==> config.mk <==
export PLATFORM = sky130hd
export DESIGN_NAME = sc_mux_adder_n_flat
export DESIGN_NICKNAME = d
export VERILOG_FILES = /design/src/rtl/sc_mux_adder_n_if.sv /design/src/rtl/sc_mux_adder_n.sv /design/src/flat_wrapper.sv
export SDC_FILE = /design/constraint.sdc
export NUM_CORES = 1
export LEC_CHECK = 0
export CORE_MARGIN = 2
export CORE_UTILIZATION = 53
export CTS_CLUSTER_SIZE = 12
export DETAILED_ROUTE_END_ITERATION = 10
export GPL_TIMING_DRIVEN = 0
export HOLD_SLACK_MARGIN = 0.15
export PLACE_DENSITY = 0.89
export SLEW_MARGIN = 20
export SYNTH_ARGS = -nofsm -noshare
export SYNTH_HDL_FRONTEND = slang
export SYNTH_SLANG_ARGS = --single-unit
==> constraint.sdc <==
create_clock -name clk -period 4 [get_ports clk]
set_clock_uncertainty 0.15 [all_clocks]
set_input_delay 1 -clock clk [delete_from_list [all_inputs] [get_ports clk]]
set_output_delay 1 -clock clk [all_outputs]
set_load 0.05 [all_outputs]
==> src/rtl/sc_mux_adder_n_if.sv <==
// Stream/handshake bundle for sc_mux_adder_n: framing controls, one bit per input
// stream, and the selected output bit with its running ones count.
interface sc_mux_adder_n_if #(
    parameter int N_IN = 4,
    parameter int LEN  = 64
);
    localparam int CNT_W = $clog2(LEN + 1);

    logic             start;
    logic             in_valid;
    logic [N_IN-1:0]  in_bits;
    logic             out_valid;
    logic             out_bit;
    logic             busy;
    logic             done;
    logic [CNT_W-1:0] ones_count;

    modport master (
        output start, in_valid, in_bits,
        input  out_valid, out_bit, busy, done, ones_count
    );

    modport slave (
        input  start, in_valid, in_bits,
        output out_valid, out_bit, busy, done, ones_count
    );
endinterface

==> src/rtl/sc_mux_adder_n.sv <==
// N-input stochastic-computing scaled adder: picks one input bit per beat and counts ones.
// Define SC_ADDER_LFSR_EN for LFSR selection; otherwise selection is round-robin.
module sc_mux_adder_n #(
    parameter int          N_IN = 4,
    parameter int          LEN  = 64,
    parameter logic [15:0] SEED = 16'hACE1
) (
    input logic          clk,
    input logic          rst_n,
    sc_mux_adder_n_if.slave bus
);
    localparam int CNT_W = $clog2(LEN + 1);
    localparam int SEL_W = $clog2(N_IN);

    typedef enum logic [1:0] {
        ST_IDLE = 2'd0,
        ST_RUN  = 2'd1,
        ST_DONE = 2'd2
    } state_t;

    state_t           state_r;
    state_t           state_s;
    logic [CNT_W-1:0] beat_cnt_r;
    logic [CNT_W-1:0] ones_r;
    logic             out_valid_r;
    logic             out_bit_r;
    logic             done_r;
    logic             busy_r;
    logic             accept_s;
    logic             last_s;
    logic             start_s;
    logic             sel_bit_s;
    logic [SEL_W-1:0] sel_s;

    assign accept_s  = (state_r == ST_RUN) && bus.in_valid;
    assign start_s   = (state_r == ST_IDLE) && bus.start;
    assign last_s    = (beat_cnt_r == CNT_W'(LEN - 1));
    assign sel_bit_s = bus.in_bits[sel_s];

`ifdef SC_ADDER_LFSR_EN
    logic [15:0] lfsr_r;

    function automatic logic [15:0] lfsr_next(input logic [15:0] v);
        return {v[14:0], v[15] ^ v[13] ^ v[12] ^ v[10]};
    endfunction

    // Scale the low LFSR byte into 0..N_IN-1; the LFSR persists across streams.
    assign sel_s = SEL_W'(({8'd0, lfsr_r[7:0]} * 16'(N_IN)) >> 8);

    // LFSR advances only on accepted beats
    always_ff @(posedge clk or negedge rst_n) begin
        if (!rst_n) begin
            lfsr_r <= SEED;
        end else if (accept_s) begin
            lfsr_r <= lfsr_next(lfsr_r);
        end else begin
            lfsr_r <= lfsr_r;
        end
    end
`else
    logic [SEL_W-1:0] rr_r;

    assign sel_s = rr_r;

    // Round-robin selector, cleared on start, wraps at N_IN-1
    always_ff @(posedge clk or negedge rst_n) begin
        if (!rst_n) begin
            rr_r <= {SEL_W{1'b0}};
        end else if (start_s) begin
            rr_r <= {SEL_W{1'b0}};
        end else if (accept_s) begin
            rr_r <= (rr_r == SEL_W'(N_IN - 1)) ? {SEL_W{1'b0}} : rr_r + SEL_W'(1);
        end else begin
            rr_r <= rr_r;
        end
    end
`endif

    // Next-state logic for stream framing
    always_comb begin
        state_s = state_r;
        case (state_r)
            ST_IDLE: begin
                if (bus.start) state_s = ST_RUN;
                else           state_s = ST_IDLE;
            end
            ST_RUN: begin
                if (accept_s && last_s) state_s = ST_DONE;
                else                    state_s = ST_RUN;
            end
            ST_DONE: state_s = ST_IDLE;
            default: state_s = ST_IDLE;
        endcase
    end

    // State register
    always_ff @(posedge clk or negedge rst_n) begin
        if (!rst_n) state_r <= ST_IDLE;
        else        state_r <= state_s;
    end

    // Output and counter registers; done coincides with the final out_valid
    always_ff @(posedge clk or negedge rst_n) begin
        if (!rst_n) begin
            out_valid_r <= 1'b0;
            out_bit_r   <= 1'b0;
            done_r      <= 1'b0;
            busy_r      <= 1'b0;
            beat_cnt_r  <= {CNT_W{1'b0}};
            ones_r      <= {CNT_W{1'b0}};
        end else begin
            out_valid_r <= accept_s;
            done_r      <= accept_s && last_s;
            busy_r      <= (state_s != ST_IDLE);
            if (start_s) begin
                beat_cnt_r <= {CNT_W{1'b0}};
                ones_r     <= {CNT_W{1'b0}};
            end else if (accept_s) begin
                out_bit_r  <= sel_bit_s;
                beat_cnt_r <= beat_cnt_r + CNT_W'(1);
                ones_r     <= ones_r + CNT_W'(sel_bit_s);
            end else begin
                beat_cnt_r <= beat_cnt_r;
                ones_r     <= ones_r;
            end
        end
    end

    assign bus.out_valid  = out_valid_r;
    assign bus.out_bit    = out_bit_r;
    assign bus.done       = done_r;
    assign bus.busy       = busy_r;
    assign bus.ones_count = ones_r;
endmodule

==> src/flat_wrapper.sv <==
// flat-port wrapper written by rule: the top's interface ports become plain ports
module sc_mux_adder_n_flat 
#(
    parameter int          N_IN = 4,
    parameter int          LEN  = 64,
    parameter logic [15:0] SEED = 16'hACE1
)
  (clk, rst_n, bus_start, bus_in_valid, bus_in_bits, bus_out_valid, bus_out_bit, bus_busy, bus_done, bus_ones_count);
  sc_mux_adder_n_if #(.N_IN(N_IN), .LEN(LEN)) bus_i ();
  input logic clk;
  input logic rst_n;
  input wire logic [$bits(bus_i.start)-1:0] bus_start;
  input wire logic [$bits(bus_i.in_valid)-1:0] bus_in_valid;
  input wire logic [$bits(bus_i.in_bits)-1:0] bus_in_bits;
  output wire logic [$bits(bus_i.out_valid)-1:0] bus_out_valid;
  output wire logic [$bits(bus_i.out_bit)-1:0] bus_out_bit;
  output wire logic [$bits(bus_i.busy)-1:0] bus_busy;
  output wire logic [$bits(bus_i.done)-1:0] bus_done;
  output wire logic [$bits(bus_i.ones_count)-1:0] bus_ones_count;
  assign bus_i.start = bus_start;
  assign bus_i.in_valid = bus_in_valid;
  assign bus_i.in_bits = bus_in_bits;
  assign bus_out_valid = bus_i.out_valid;
  assign bus_out_bit = bus_i.out_bit;
  assign bus_busy = bus_i.busy;
  assign bus_done = bus_i.done;
  assign bus_ones_count = bus_i.ones_count;
  sc_mux_adder_n #(.N_IN(N_IN), .LEN(LEN), .SEED(SEED)) u_core (.clk(clk), .rst_n(rst_n), .bus(bus_i));
endmodule
==> results.txt <==
fin crit period: 2730 ps
CP Cell Sequence: clkdlybuf4s50_1
WL/cell: 14.1 um
Setup Buffers After CTS: 0
gr busiest metal: met2
Sequential Power Share: 0.426
area growth from synthesis to layout: 26.7%
Max VDD drop: 484 uV
Ys Warns: 0
hold buffer count at cts: 0
worst hold slack: 346 ps
IO buf count: 18
period utilization: 0.683
number of I/O pins: 19
Clock Tree Buf Depth: 2
antenna cells: 0
CP Capture Type: output pin
Req. time, crit path: 2850 ps
area occupied by multi-input gates: 427 um2
post-CTS resize count: 0
setup tns final: 0 ps
DIE AREA: 2230 um2
CTS Buf Count: 3
CTS tree: done
critical path endpoint: bus_ones_count[2]
TritonRoute pass-1 iters: 7
Reg area: 551 um2
pin count of the biggest net entering global routing: 23
reg2reg path depth: 6
Vias/cell: 5.91
clock network fraction of total power: 0.203
max-slew violation count: 0
final wirelength: 1.90 mm
root buffer cell: clkbuf_4
Netlist cell types: 28
slowest cell delay on critical path: 830 ps
reg2reg end: u_core.bus.ones_count[2]
GR Util All Layers: 0.199
Die Span X: 47.2 um
vias in the first global route: 748
switching share of total power: 0.387
first-pass GRT wire length: 3.14 mm
slew margin rel.: 0.365
Gate power share: 0.371
Yosys top cell area share: 0.556
Post-Syn Instances: 87
Net Switching: 0.323 mW
Sink Count: 22
Clk pin slew, worst setup/hold paths: 120 ps
Critical Path Start: u_core.bus.ones_count[2]
H-tree Lvls: 1
outcome: finished, final reports clean
critical-path maximum fanout: 5
commonest non-fill, non-tap cell in the layout: dfrtp_1
post-route ant nets: 0
critical path depth: 1
measured slew at the worst slew-check pin: 950 ps
vias: 792
Setup CP Type: reg -> out
initial antenna violation count: 0
Slowest cell on crit path: clkdlybuf4s50_1
worst r2r src: u_core.rr_r[0]
M2 GR Usage: 0.359
DP HPWL: 1.34 mm
Pwr per Cell Area: 665 nW/um2
Fin. Hold Viols: 0
layout cells sized above 1: 0.0734
Pint: 0.511 mW
RePlAce Congestion: 0.790
Clock Latency Late Sink: 310 ps
core area: 1750 um2
reg2reg setup slack: 1940 ps
Hold Path Class: reg -> reg
delay-heaviest family, CP: buffers and inverters
synthesized area: 990 um2
Arr. time, crit path: 1580 ps
worst path bufs/invs: 1
M3 GR Usage: 0.0346
syn_area_per_cell: 11.4 um2
total grt overflow: 0
max_cap viols: 0
endpoints failing setup: 0
Net Count, Synth: 99
Starting Density: 0.567
flops & latches, synth: 22
height of the die: 47.2 um
Synth area leaders: dfrtp_1 (56%), ha_1 (5.1%), nand2_1 (3.8%), a22o_1 (3.5%), o31ai_1 (3.0%)
area leader, netlist: dfrtp_1
dpl cell area: 1200 um2
RSZ-0062 raised after global routing: false
row count: 15
register area share after synthesis: 0.556
commonest cells after routing, fill and taps aside: dfrtp_1 (22), clkdlybuf4s50_1 (18), nand2_1 (10)
fin area: 1250 um2
Iter 0 DRT Violations: 11
Fmax: 0.366 GHz
FILL cells: 127
nets: 122
met1 GRT Util: 0.246
Static Leakage: 0.526 nW
DRC errors left: 0
CP Launch Type: register
[sequential cells by signal, summed over array words and instances (netlist names)]
name	count
u_core.beat_cnt_r	7
u_core.bus.ones_count	7
u_core.rr_r	2
u_core.state_r	2
u_core.bus.busy	1
u_core.bus.done	1
u_core.bus.out_bit	1
u_core.bus.out_valid	1
[area by class of cell]
type                            count  area share
Timing Repair Buffer               18       0.144
Clock inverter                      1      0.0240
Buffer                              2     0.00699
Clock buffer                        3      0.0180
Multi-Input combinational cell     62       0.340
Sequential cell                    22       0.439
Inverter                            1     0.00299
Tap cell                           25      0.0250
[per-layer routing]
layer,routed length (um),part of all wire
met5,0,0
met4,12,0.0063
met3,102,0.054
met2,924,0.49
met1,855,0.45
[worst min path at each step]
stage,from,cells past startpoint,slack (ps),end
floorplan,u_core.beat_cnt_r[6],1,310,u_core.state_r[1]
global placement,u_core.bus.out_bit,2,320,u_core.bus.out_bit
detailed placement,u_core.bus.out_bit,2,320,u_core.bus.out_bit
CTS,u_core.bus.out_bit,2,360,u_core.bus.out_bit
global route,u_core.beat_cnt_r[6],1,390,u_core.state_r[1]
finish,u_core.bus.out_bit,2,350,u_core.bus.out_bit
[cell usage after synthesis (all sizes together)]
cell type  count
dfrtp         22
nand2         10
nor2           5
a22o           4
ha             4
nand3          4
nor3           4
o31ai          4
a21oi          3
o211ai         3
mux2i          2
nand4          2
nand4b         2
nor3b          2
o21ai          2
or4            2
xor2           2
a21o           1
a311oi         1
buf            1
clkbuf         1
inv            1
mux4           1
nand2b         1
nand3b         1
or3            1
or3b           1
[through the flow]
| stage | power (mW) | worst slack (ps) | utilization | instances |
|---|---|---|---|---|
| after CTS | 0.837 | 1270 | 0.718 | 134 |
| final | 0.834 | 1270 | 0.718 | 134 |
| after floorplan | 0.562 | 1500 | - | 87 |
| after global placement | 0.655 | 1010 | 0.688 | 130 |
| after detailed placement | 0.670 | 983 | 0.688 | 130 |
| after global routing | 0.882 | 1210 | 0.718 | 134 |
[kinds of logic after synthesis]
group,after synthesis,share of synthesized area
multiplexers,3,0.0430
flip-flops,22,0.556
XOR/XNOR,2,0.0177
AND/OR/NAND/NOR,35,0.190
adder cells (fa/ha/maj),4,0.0506
AO/OA/AOI/OAI,18,0.130
buffers and inverters,3,0.0126
[power groups by stage]
| stage | Combinational [mW] | Clock, mW | Sequential (mW) |
|---|---|---|---|
| 2_1_floorplan | 0.116 | 0 | 0.446 |
| 3_3_place_gp | 0.302 | 0 | 0.353 |
| 3_5_place_dp | 0.311 | 0 | 0.358 |
| 4_1_cts | 0.314 | 0.168 | 0.355 |
| 5_1_grt | 0.339 | 0.177 | 0.366 |
| 6_report | 0.309 | 0.170 | 0.355 |
Power figures use the tool's default switching activity.
